**config.mk**
```make
export PLATFORM = sky130hd
export DESIGN_NAME = sram_mem_ctrl
export DESIGN_NICKNAME = d
export VERILOG_FILES = /design/src/rtl/sram_mem_ctrl_pkg.sv /design/src/rtl/sram_mem_ctrl.sv
export SDC_FILE = /design/constraint.sdc
export NUM_CORES = 1
export LEC_CHECK = 0
export ABC_AREA = 1
export CAP_MARGIN = 20
export CORE_ASPECT_RATIO = 1.5
export CORE_MARGIN = 2
export CORE_UTILIZATION = 40
export CTS_CLUSTER_DIAMETER = 60
export CTS_CLUSTER_SIZE = 40
export DETAILED_ROUTE_END_ITERATION = 16
export DONT_BUFFER_PORTS = 1
export MAX_ROUTING_LAYER = met4
export SYNTH_ARGS = -nofsm -noshare
export SYNTH_HDL_FRONTEND = slang
export SYNTH_SLANG_ARGS = --single-unit
```
**constraint.sdc**
```tcl
create_clock -name clk -period 1.7 [get_ports clk]
set_input_delay 0.51 -clock clk [delete_from_list [all_inputs] [get_ports clk]]
set_output_delay 0.51 -clock clk [all_outputs]
set_load 0.005 [all_outputs]
```
**src/rtl/sram_mem_ctrl_pkg.sv**
```systemverilog
// rtl/sram_mem_ctrl_pkg.sv - shared constants for the SRAM data-memory controller
//
// Purpose: FSM state encodings, default address-map parameters and the
// byte-offset helper used by sram_mem_ctrl.
package sram_mem_ctrl_pkg;

    // FSM state encodings
    localparam logic [1:0] ST_IDLE = 2'd0;
    localparam logic [1:0] ST_LO   = 2'd1;
    localparam logic [1:0] ST_HI   = 2'd2;
    localparam logic [1:0] ST_DONE = 2'd3;

    // Default address map and timing
    localparam int unsigned DEF_BASE_ADDR = 1024;
    localparam int unsigned DEF_SRAM_AW   = 18;
    localparam int unsigned DEF_SRAM_WAIT = 2;

    // Offset of a byte address from the start of the SRAM window.
    // Modular on purpose: addresses below the base wrap to the top of the SRAM.
    function automatic logic [31:0] byte_offset(input logic [31:0] addr,
                                                input logic [31:0] base);
        return addr - base;
    endfunction

endpackage

```
**src/rtl/sram_mem_ctrl.sv**
```systemverilog
// rtl/sram_mem_ctrl.sv - 32-bit load/store sequencer over a 16-bit external SRAM
//
// Purpose: splits each MEM-stage word access into a low and a high halfword
// access, each lasting SRAM_WAIT cycles, and freezes the pipeline until done.
//
// Ports:
//   clk, rst_n            clock (rising edge), async active-low reset
//   wr_en, rd_en          store / load request, held by requester until ready
//   address, write_data   byte address and store data from the MEM stage
//   read_data             registered load result, valid while ready in DONE
//   ready                 1 = pipeline may advance
//   sram_addr             registered halfword address
//   sram_wdata            registered write halfword
//   sram_we_n             registered active-low write strobe
//   sram_rdata            asynchronous SRAM read halfword
module sram_mem_ctrl
    import sram_mem_ctrl_pkg::*;
#(
    parameter int unsigned BASE_ADDR = DEF_BASE_ADDR,
    parameter int unsigned SRAM_AW   = DEF_SRAM_AW,
    parameter int unsigned SRAM_WAIT = DEF_SRAM_WAIT
) (
    input  logic               clk,
    input  logic               rst_n,
    input  logic               wr_en,
    input  logic               rd_en,
    input  logic [31:0]        address,
    input  logic [31:0]        write_data,
    output logic [31:0]        read_data,
    output logic               ready,
    output logic [SRAM_AW-1:0] sram_addr,
    output logic [15:0]        sram_wdata,
    output logic               sram_we_n,
    input  logic [15:0]        sram_rdata
);

    localparam int unsigned WIDX_W    = SRAM_AW - 1;
    localparam logic [3:0]  WAIT_LAST = 4'(SRAM_WAIT - 1);

    logic [1:0]        state;
    logic [3:0]        wcnt;
    logic              op_write;
    logic [WIDX_W-1:0] widx;
    logic [15:0]       wdata_hi;

    logic [31:0]       off;
    logic [WIDX_W-1:0] req_widx;
    logic              req;
    logic              phase_end;
    logic              unused_off;

    assign off        = byte_offset(address, 32'(BASE_ADDR));
    assign req_widx   = off[SRAM_AW:2];
    assign req        = wr_en | rd_en;
    assign phase_end  = (wcnt == WAIT_LAST);
    // Byte-lane bits and address bits above the SRAM window are dropped.
    assign unused_off = ^{off[31:SRAM_AW+1], off[1:0]};

    // Combinational so the freeze releases immediately when no request is
    // pending, including while reset is held.
    always_comb begin
        ready = 1'b0;
        case (state)
            ST_IDLE: ready = ~req;
            ST_DONE: ready = 1'b1;
            default: ready = 1'b0;
        endcase
    end

    always_ff @(posedge clk or negedge rst_n) begin
        if (!rst_n) begin
            state      <= ST_IDLE;
            wcnt       <= 4'd0;
            op_write   <= 1'b0;
            widx       <= '0;
            wdata_hi   <= 16'd0;
            read_data  <= 32'd0;
            sram_addr  <= '0;
            sram_wdata <= 16'd0;
            sram_we_n  <= 1'b1;
        end else begin
            case (state)
                ST_IDLE: begin
                    if (req) begin
                        // Everything the access needs is latched here so the
                        // requester's inputs may wander while frozen.
                        op_write   <= wr_en;
                        widx       <= req_widx;
                        wdata_hi   <= write_data[31:16];
                        wcnt       <= 4'd0;
                        sram_addr  <= {req_widx, 1'b0};
                        sram_wdata <= write_data[15:0];
                        sram_we_n  <= ~wr_en;
                        state      <= ST_LO;
                    end
                end
                ST_LO: begin
                    if (phase_end) begin
                        if (!op_write) begin
                            read_data[15:0] <= sram_rdata;
                        end
                        sram_addr  <= {widx, 1'b1};
                        sram_wdata <= wdata_hi;
                        wcnt       <= 4'd0;
                        state      <= ST_HI;
                    end else begin
                        wcnt <= wcnt + 4'd1;
                    end
                end
                ST_HI: begin
                    if (phase_end) begin
                        if (!op_write) begin
                            read_data[31:16] <= sram_rdata;
                        end
                        sram_we_n <= 1'b1;
                        wcnt      <= 4'd0;
                        state     <= ST_DONE;
                    end else begin
                        wcnt <= wcnt + 4'd1;
                    end
                end
                default: begin
                    // DONE: one ready cycle, then back to IDLE regardless of request.
                    state <= ST_IDLE;
                end
            endcase
        end
    end

endmodule

```
# Yosys cells after proc, flatten, opt, wreduce, memory -nomap -nowiden
# Index checks and enable logic that the tools add are counted.
# W data, S select, Z words.
# classes
addsub	2
eq_ne	7
muxes	17
bitwise	4
reduce_logical	12
# ops
operator	n
$mux W18	2
$pmux W18 S2	1
$mux W16	2
$pmux W16 S2	1
$sub A19 B11 Y19 const B	1
$reduce_and A3 Y1	5
$mux W4	2
$pmux W4 S2	1
$mux W2	3
$ne A2 B2 Y1 const B	3
$pmux W2 S3	1
$reduce_bool A2 Y1	3
$add A4 B1 Y4 const B	1
$eq A2 B2 Y1 const B	2
$eq A4 B1 Y1 const B	1
$pmux W1 S2	2
$reduce_and A2 Y1	2
$not A1 Y1	3
$eq A2 B1 Y1 const B	1
$logic_not A2 Y1	1
$mux W1	2
$reduce_or A2 Y1	1
$or A1 B1 Y1	1
# totals
reg_bits	107
inputBits	84
output_inout_bits	68
wordCells	52

# Logic depth before layout (Yosys ltp)
# Gate-level depths: netlist (run 1).
# depth
ltp_word	4
mapped_depth	9
depth_no_buf	9

# Worst setup path before layout (run 1)
# No wires, ideal clock.
# synth_timing
path_kind	reg-to-output
start	reg state[0]
end	out ready
arrival_ns	1.102
required_ns	1.190
slack_ns	0.088
path_stages_with_launch	7
path_buffers	0
path_cell_list	dfrtp_1 -> inv_1 -> ha_1 -> nand3_1 -> inv_1 -> nor2_1 -> nor2_1
# synth_via
elab_chain_len	2
word_cells_on_any_way	3
cone_classes	1 x eq/ne; 1 x mux; 1 x reduce/logical
# synth_lines
element	line_no	rtl
from (decl)	sram_mem_ctrl.sv:40	logic [1:0] state;
from (signal assigned)	sram_mem_ctrl.sv:72	state <= ST_IDLE;
from (signal assigned)	sram_mem_ctrl.sv:94	state <= ST_LO;
from (signal assigned)	sram_mem_ctrl.sv:105	state <= ST_HI;
$eq A2 B2 Y1 or $logic_not A2 Y1 (tied branches)	sram_mem_ctrl.sv:63	case (state)
$pmux W1 S2 *	sram_mem_ctrl.sv:63	
to (decl)	sram_mem_ctrl.sv:30	output logic ready,
# Every way passes the cells marked *; elsewhere a longest branch is shown, timed or not.

# Worst setup path in the final report (run 1)
# Ends and elaborated chain as after synthesis.

==> flow_summary.json, run 1 <==
{
  "clk_latency_ns": 0.33,
  "h-tree-depth": 3,
  "post_drt_wl_per_cell_um": 14.00,
  "fp.dieW_um": 93.36,
  "hp-class": "input port to asynchronous set/reset pin",
  "clock_path_buffers": 2,
  "first_pass_iters": 4,
  "critPathBufInv": 2,
  "final_cell_area_mm2": 0.005469,
  "path_clk_slew_ns": 0.07,
  "crit_chain": "inv_2 -> ha_4 -> nand3_4 -> inv_2 -> nor2_2 -> nor2_2",
  "hpwl_um": 7556,
  "grt_pass1_wl_um": 17460,
  "yosysWarnings": 0,
  "portBuffers": 0,
  "grt_remaining_overflow": 0,
  "fillerInstances": 1146,
  "period_needed_ns": 1.800,
  "numCtsBuffers": 9,
  "clkSinkCount": 107,
  "start_util": 0.4049,
  "p_sw_uw": 4059,
  "finalHoldViolations": 106,
  "combPwrFrac": 0.365,
  "p_int_uw": 6461,
  "grt_pass1_vias": 3637,
  "grt_max_degree": 108,
  "rows": 49,
  "fin_ws_ns": -0.1001,
  "seq_power_share": 0.448,
  "vias": 3649,
  "syn_inst": 596,
  "synthTopCellsByArea": "dfrtp_1 (55%), nand2_1 (22%), o21ai_0 (6.6%)",
  "core_area_mm2": 0.01183,
  "final_util": 0.4622,
  "skew_ns": 0.007243,
  "cp_num_cells": 6,
  "arrival_ns": 1.29,
  "rsz0062_at_grt": "true",
  "yosys_register_bits": 107,
  "synth_area_mm2": 0.004791,
  "cp_slowest_cell": "dfrtp_1",
  "setup_viol_count_final": 1,
  "pwr-share-clk": 0.187,
  "ir_worst_vdd_uv": 692.9,
  "syn-mean-instance-area_um2": 8.038,
  "final_cell_mix": "nand2_1 (283), dfrtp_1 (106), o21ai_0 (62)",
  "fp.dieH_um": 138.0,
  "dpl-instance-area_mm2": 0.005051,
  "drt-total-wl_um": 10760,
  "fmax_mhz": 555.5,
  "violations": "hold timing, setup timing",
  "cts_tree": "yes",
  "r2r_cells": 10,
  "antennaDiodeCount": 0,
  "critPathKind": "flip-flop to output pin",
  "worst-endpoint-required_ns": 1.19,
  "die_area_mm2": 0.01289,
  "ys_seq_area_frac": 0.5592,
  "yosysTopAreaCell": "dfrtp_1",
  "cts_root_buffer": "clkbuf_16",
  "fin_hold_ws_ns": -0.1354,
  "syn2layout_area_growth_pct": 14.16,
  "slew_headroom": 0.8278,
  "antenna_found_initial": 0,
  "cp_max_fo": 2,
  "netlist-cell-type-count": 24,
  "worst_slew_pin_slew_ns": 0.2574,
  "p_sw_frac": 0.3859,
  "status": "finished with violations",
  "drt_iter0_markers": 252,
  "maxCapViolCount": 0,
  "critical_path.max_stage_delay_ns": 0.40,
  "p_leak_uw": 0.002919,
  "synth.net_count": 688,
  "fin_nets": 703,
  "grt_use_total": 0.1751,
  "via_per_inst": 4.745,
  "finalCritPeriodShare": 1.059,
  "crit_path_end_kind": "output pin",
  "ios": 152,
  "netlist.area_leader.share": 0.5537,
  "drive_gt1_frac": 0.1039,
  "powerDensity_mw_per_mm2": 1924,
  "gp_congestion": 0.8217,
  "path_delay_family": "flip-flops",
  "drc_errors": 0,
  "critPathLaunchType": "flip-flop",
  "ant_nets": 0,
  "final_common_cell": "nand2_1",
  "drv_slew": 0,
  "total_power_uw": 10520
}
## state kept, by name (all words and copies together), names as in the netlist
name        cells
op_write        1
read_data      32
sram_addr      18
sram_wdata     16
sram_we_n       1
state           2
wcnt            4
wdata_hi       16
widx           17
## worst paths after layout
path / from / end / slack, ns
max in group asynchronous: rst_n / sram_we_n / 1.63
worst min register to register: wdata_hi[5] / wdata_hi[5] / 0.47
min in group clk: address[10] / widx[8] / 0.29
worst max-delay path: state[0] / ready / -0.10
worst max register to register: state[0] / widx[7] / 0.04
worst min-delay path: rst_n / sram_addr[11] / -0.14
## logic make-up (layout without fill, tap and decap cells)
| group | Yosys count | after routing | share of synthesized area |
|---|---|---|---|
| adders and majority gates | 8 | 8 | 0.02089 |
| AOI/OAI and AO/OA | 71 | 71 | 0.07574 |
| xor gates and xnor gates | 3 | 3 | 0.005485 |
| and+or+nand+nor | 331 | 331 | 0.2703 |
| buffers and inverters | 76 | 96 | 0.06842 |
| DFF | 107 | 107 | 0.5592 |
## cell type report
class / count / area [um^2] / area share
flip-flops and latches: 107 / 2679 / 0.4898
repair buffers: 30 / 295.3 / 0.05399
clock inverters: 6 / 48.80 / 0.008922
clock buffers: 10 / 239.0 / 0.04370
well taps: 153 / 191.4 / 0.03500
inverters: 50 / 195.2 / 0.03569
multi-input cells: 413 / 1821 / 0.3329
## routing by layer
layer	wire (um)	global-route usage
met5	0	-
met4	157	0.05263
met3	767	0.04959
met2	5376	0.2984
met1	4462	0.1976
## through the flow
step | worst slack, ns | TNS (ns) | instances
final | -0.1001 | -0.1001 | 769
after global routing | -0.1450 | -1.052 | 769
after CTS | -0.1266 | -0.1266 | 768
after detailed placement | -0.1686 | -3.972 | 745
after global placement | -0.1086 | -2.082 | 745
after floorplan | 0.08776 | 0 | 596
## synth_stat cells (all sizes together)
library cell,count
xor2,2
nor2,27
a21oi,2
o21ai,64
dfstp,1
nand2,285
dfrtp,106
nand3,18
buf,18
inv,50
or2,1
ha,8
clkbuf,8
o31ai,1
a31oi,4
xnor2,1
## power groups by stage
stage                     Clock [uW]  Combinational, uW  Sequential [uW]
after floorplan                    0               2700             4500
after global placement             0               3400             4730
after detailed placement           0               3540             4760
after CTS                       2040               3870             4720
after global routing            2140               4480             4850
final                           1970               3850             4710
## what timing repair did
action                                 CTS  global route
buffers inserted                         7             1
endpoints found under the hold margin  106           106
pin swaps                                3             2
setup endpoints to repair               31            36
gates resized for setup                 11             4
Note: power is estimated with default switching activity, not from simulation.
==> run 2: changes to the inputs <==
TNS_END_PERCENT = 5   (was not set)
==> run 2 against run 1 <==
The run still ends with hold timing, setup timing left. Sequential cell count is the same. Critical endpoint unchanged. Global-route usage is essentially flat. Highest routed layer unchanged. Combinational power shrank 3%. Clock skew shrank 0.00098 ns. Largest cell class unchanged. Sequential power is essentially flat. Non-clock buffer count shrank 1. Core utilization shrank 0.29 points.
==> flow_summary.json, run 2 (synthesis gave the netlist of run 1 again) <==
{
  "largest_register_ffs": 32,
  "cts_tree": "yes",
  "grt_pass1_wl_um": 17420,
  "vias": 3657,
  "clkSinkCount": 107,
  "via_per_inst": 4.762,
  "drv_slew": 0,
  "regMostFlops": "read_data",
  "grt_remaining_overflow": 0,
  "maxCapViolCount": 0,
  "worstReg2RegEnd": "sram_addr[13]",
  "hpwl_um": 7556,
  "powerDensity_mw_per_mm2": 1914,
  "worst_slew_pin_slew_ns": 0.3389,
  "layout.cells.non_filler": 768,
  "met1_usage": 0.1947,
  "post-place-cells": 745,
  "post_drt_wl_per_cell_um": 14.03,
  "grt_pass1_vias": 3628,
  "critPathKind": "flip-flop to output pin",
  "drt_iter0_markers": 243,
  "final_cell_mix": "nand2_1 (283), dfrtp_1 (106), o21ai_0 (62)",
  "grt_max_degree": 108,
  "ant_nets": 0,
  "core_area_mm2": 0.01183,
  "multi_input_area_mm2": 0.001818,
  "p_leak_uw": 0.002905,
  "h-tree-depth": 3,
  "final_common_cell": "nand2_1",
  "total_power_uw": 10400,
  "die_area_mm2": 0.01289,
  "numCtsBuffers": 9,
  "fin_ws_ns": -0.1034,
  "finalHoldViolations": 106,
  "dpl-instance-area_mm2": 0.005051,
  "rsz0062_at_grt": "true",
  "clock_path_buffers": 2,
  "ir_worst_vdd_uv": 692.4,
  "start_util": 0.4049,
  "rrSetupSlack_ns": 0.01,
  "grtUsageMet3": 0.05395,
  "worst-endpoint-required_ns": 1.19,
  "arrival_ns": 1.29,
  "portBuffers": 0,
  "drive_gt1_frac": 0.1008,
  "antennaDiodeCount": 0,
  "clk_latency_ns": 0.34,
  "busiest_layer": "met2",
  "critPathLaunchType": "flip-flop",
  "period_needed_ns": 1.803,
  "fin_nets": 702,
  "cp_max_fo": 2,
  "fmax_mhz": 554.5,
  "crit_path_end_kind": "output pin",
  "finalCritPeriodShare": 1.061,
  "final_util": 0.4593,
  "fin_hold_ws_ns": -0.1366,
  "final_cell_area_mm2": 0.005435,
  "drc_errors": 0,
  "path_clk_slew_ns": 0.07,
  "fp.dieH_um": 138.0,
  "crit-reg2reg-launch": "state[0]",
  "rows": 49,
  "regArea_mm2": 0.002679,
  "use_met2": 0.2976,
  "syn2layout_area_growth_pct": 13.45,
  "setup_viol_count_final": 1,
  "slew_headroom": 0.7741,
  "gp_congestion": 0.8217,
  "drt-total-wl_um": 10780,
  "status": "finished with violations",
  "skew_ns": 0.006267,
  "first_pass_iters": 4,
  "ios": 152,
  "violations": "hold timing, setup timing",
  "antenna_found_initial": 0,
  "cts_root_buffer": "clkbuf_16",
  "top_regs": "read_data (32), sram_addr (18), widx (17)",
  "fillerInstances": 1149,
  "hp-class": "input port to asynchronous set/reset pin",
  "r2r_cells": 8,
  "grt_use_total": 0.1748,
  "fp.dieW_um": 93.36
}
## run 2: worst max-delay path by stage
stage              from        endpoint  slack, ns  depth (start not counted)
2_1_floorplan  state[0]           ready       0.09                          6
4_1_cts        state[1]           ready      -0.13                          6
3_3_place_gp   state[0]   sram_addr[13]      -0.11                          8
3_5_place_dp   state[0]  sram_wdata[11]      -0.17                          8
5_1_grt        state[1]           ready      -0.15                          6
6_report       state[0]           ready      -0.10                          6
## run 2: repair_timing
| item | 4_1_cts | 5_1_grt |
|---|---|---|
| setup buffers | 5 | 2 |
| endpoints found under the hold margin | 106 | 106 |
| pin swaps | 3 | 3 |
| gates resized for setup | 12 | 2 |
| endpoints found under the setup margin | 31 | 63 |
## run 2: metal layers
layer,part of all wire,wire (um)
met1,0.41,4468
met3,0.072,774
met2,0.50,5403
met4,0.012,131
met5,0,0
## run 2: report_power, final
| part | leakage [uW] | internal, uW | total [uW] | switching (uW) |
|---|---|---|---|---|
| sequential | 0.00130 | 3820 | 4710 | 886 |
| combinational | 0.00147 | 1490 | 3720 | 2230 |
| clock | 0.000131 | 1040 | 1970 | 930 |
| total | 0.00290 | 6350 | 10400 | 4050 |
## run 2: layout make-up
type	instances	share of cell area
Timing Repair Buffer	29	0.04765
Clock buffer	10	0.04397
Tap cell	153	0.03522
Sequential cell	107	0.4929
Multi-Input combinational cell	413	0.3345
Inverter	50	0.03683
Clock inverter	6	0.008978
## run 2: per-stage QoR
step / TNS, ns / worst slack, ns
2_1_floorplan: 0 / 0.08776
3_3_place_gp: -2.082 / -0.1086
3_5_place_dp: -3.972 / -0.1686
4_1_cts: -0.2426 / -0.1266
5_1_grt: -2.603 / -0.1482
6_report: -0.1034 / -0.1034
## run 2: critical path, cell delays in order (launching register included)
cell,delay [ns]
dfrtp_1,0.40
inv_2,0.10
ha_4,0.15
nand3_4,0.08
inv_2,0.07
nor2_2,0.04
nor2_2,0.12
==> run 3: changes to the inputs <==
CORE_MARGIN = 1   (was 2)
MAX_ROUTING_LAYER = not set   (was met4)
==> run 3 against run 2 <==
The run still ends with hold timing, setup timing left. Non-clock buffer count increased by 5. Final cell count up 0.26%. Clock power is 14% higher. Clock-buffer cell count shrank 1. Critical path type unchanged.
==> flow_summary.json, run 3 (synthesis gave the netlist of run 1 again) <==
{
  "drc_errors": 0,
  "worst_slew_pin_slew_ns": 0.3474,
  "crit_chain": "buf_4 -> ha_1 -> nor2_2 -> nor2_2",
  "powerDensity_mw_per_mm2": 1966,
  "critical_path.max_stage_delay_ns": 0.41,
  "drt_iter0_markers": 177,
  "fin_setup_tns_ns": -0.08011,
  "first_pass_iters": 4,
  "die_area_mm2": 0.01243,
  "ir_worst_vdd_uv": 743.9,
  "skew_ns": 0.005669,
  "worst-endpoint-required_ns": 1.19,
  "status": "finished with violations",
  "worstReg2RegEnd": "sram_we_n",
  "fmax_mhz": 561.8,
  "post_drt_wl_per_cell_um": 14.11,
  "largest_register_ffs": 32,
  "period_needed_ns": 1.780,
  "finalCritPeriodShare": 1.047,
  "fin_ws_ns": -0.08011,
  "grt_max_degree": 108,
  "clock_path_buffers": 2,
  "clkSinkCount": 107,
  "violations": "hold timing, setup timing",
  "final_util": 0.4771,
  "rows": 48,
  "fp.dieW_um": 91.36,
  "cp_max_fo": 3,
  "crit-reg2reg-launch": "state[0]",
  "via_per_inst": 4.838,
  "antenna_found_initial": 0,
  "fillerInstances": 1150,
  "vias": 3725,
  "antennaDiodeCount": 0,
  "ios": 152,
  "cp_slowest_cell": "dfrtp_1",
  "portBuffers": 0,
  "final_cell_mix": "nand2_1 (283), dfrtp_1 (106), o21ai_0 (63)",
  "syn2layout_area_growth_pct": 15.43,
  "total_power_uw": 10870,
  "crit_path_end_kind": "output pin",
  "critPathBufInv": 1,
  "fin_hold_ws_ns": -0.1426,
  "core_area_mm2": 0.01159,
  "setup_viol_count_final": 1,
  "maxCapViolCount": 0,
  "slew_headroom": 0.7684,
  "grt_remaining_overflow": 0,
  "start_util": 0.4133,
  "fp.dieH_um": 136.0,
  "drt-total-wl_um": 10870,
  "critPathKind": "flip-flop to output pin",
  "p_leak_uw": 0.002949,
  "path_clk_slew_ns": 0.07,
  "top_regs": "read_data (32), sram_addr (18), widx (17)",
  "rsz0062_at_grt": "true",
  "fin_nets": 707,
  "clk_latency_ns": 0.34,
  "numCtsBuffers": 9,
  "final_common_cell": "nand2_1",
  "cts_tree": "yes",
  "grt_pass1_wl_um": 18010,
  "grt_pass1_vias": 3795,
  "h-tree-depth": 3,
  "path_delay_family": "flip-flops",
  "hp-class": "input port to asynchronous set/reset pin",
  "finalHoldViolations": 106,
  "ant_nets": 0,
  "r2r_cells": 8,
  "path_common_cell": "nor2_2",
  "drive_gt1_frac": 0.1097,
  "arrival_ns": 1.27,
  "critPathLaunchType": "flip-flop",
  "rrSetupSlack_ns": 0.06,
  "grt_use_total": 0.1846,
  "cts_root_buffer": "clkbuf_16",
  "drv_slew": 0,
  "regMostFlops": "read_data",
  "gp_congestion": 0.7832,
  "hpwl_um": 7523
}
[run 3: cell types whose count changed in the layout (fill, tap and decap cells not counted)]
cell	delta
inv_6	-1
ha_2	+1
clkinvlp_4	+1
bufinv_16	+2
inv_8	+1
o21ai_0	+1
buf_6	+2
buf_12	+1
ha_1	-1
clkbuf_8	-1
clkinv_4	-2
o21ai_1	-1
buf_4	+2
[run 3: cell type report]
| cell class | instances | area (um^2) | area share |
|---|---|---|---|
| inverters | 50 | 200.2 | 0.03620 |
| clock buffers | 9 | 225.2 | 0.04072 |
| clock inverters | 7 | 101.3 | 0.01833 |
| multi-input cells | 413 | 1821 | 0.3292 |
| flip-flops and latches | 107 | 2679 | 0.4844 |
| repair buffers | 34 | 316.6 | 0.05724 |
| well taps | 150 | 187.7 | 0.03394 |
[run 3: layer usage]
layer	GRT usage	routed length (um)	vias up
li1	-	-	1867
met1	0.2063	4455	1730
met2	0.3283	5507	119
met3	0.05705	768	9
met4	0.07055	134	0
met5	0	0	-
[run 3: worst max path at each step]
| stage | start | endpoint | slack, ns | cells after the start |
|---|---|---|---|---|
| finish | state[0] | ready | -0.08 | 4 |
| global route | state[0] | ready | -0.16 | 6 |
| detailed placement | state[0] | sram_addr[11] | -0.07 | 8 |
| floorplan | state[0] | ready | 0.09 | 6 |
| global placement | state[0] | sram_addr[13] | -0.03 | 8 |
| CTS | state[1] | ready | -0.11 | 6 |
[run 3: what timing repair did]
item / in CTS / in global routing
setup buffers: 5 / 6
gates resized for setup: 12 / 4
setup endpoints to repair: 29 / 46
pin swaps: 5 / 1
endpoints found under the hold margin: 106 / 106
[run 3: stage by stage]
step | area (um^2) | hold WS [ns] | setup slack [ns] | cells
floorplan | 4791 | 0.2144 | 0.08776 | 596
CTS | 5454 | -0.1591 | -0.1101 | 764
finish | 5530 | -0.1426 | -0.08011 | 770
global placement | 5055 | 0.2171 | -0.02930 | 743
detailed placement | 5055 | 0.2169 | -0.07244 | 743
global route | 5530 | -0.1675 | -0.1572 | 770
[run 3: power breakdown]
group	internal (uW)	switching (uW)
clock	1300	948
sequential	3820	880
combinational	1650	2280
total	6770	4110
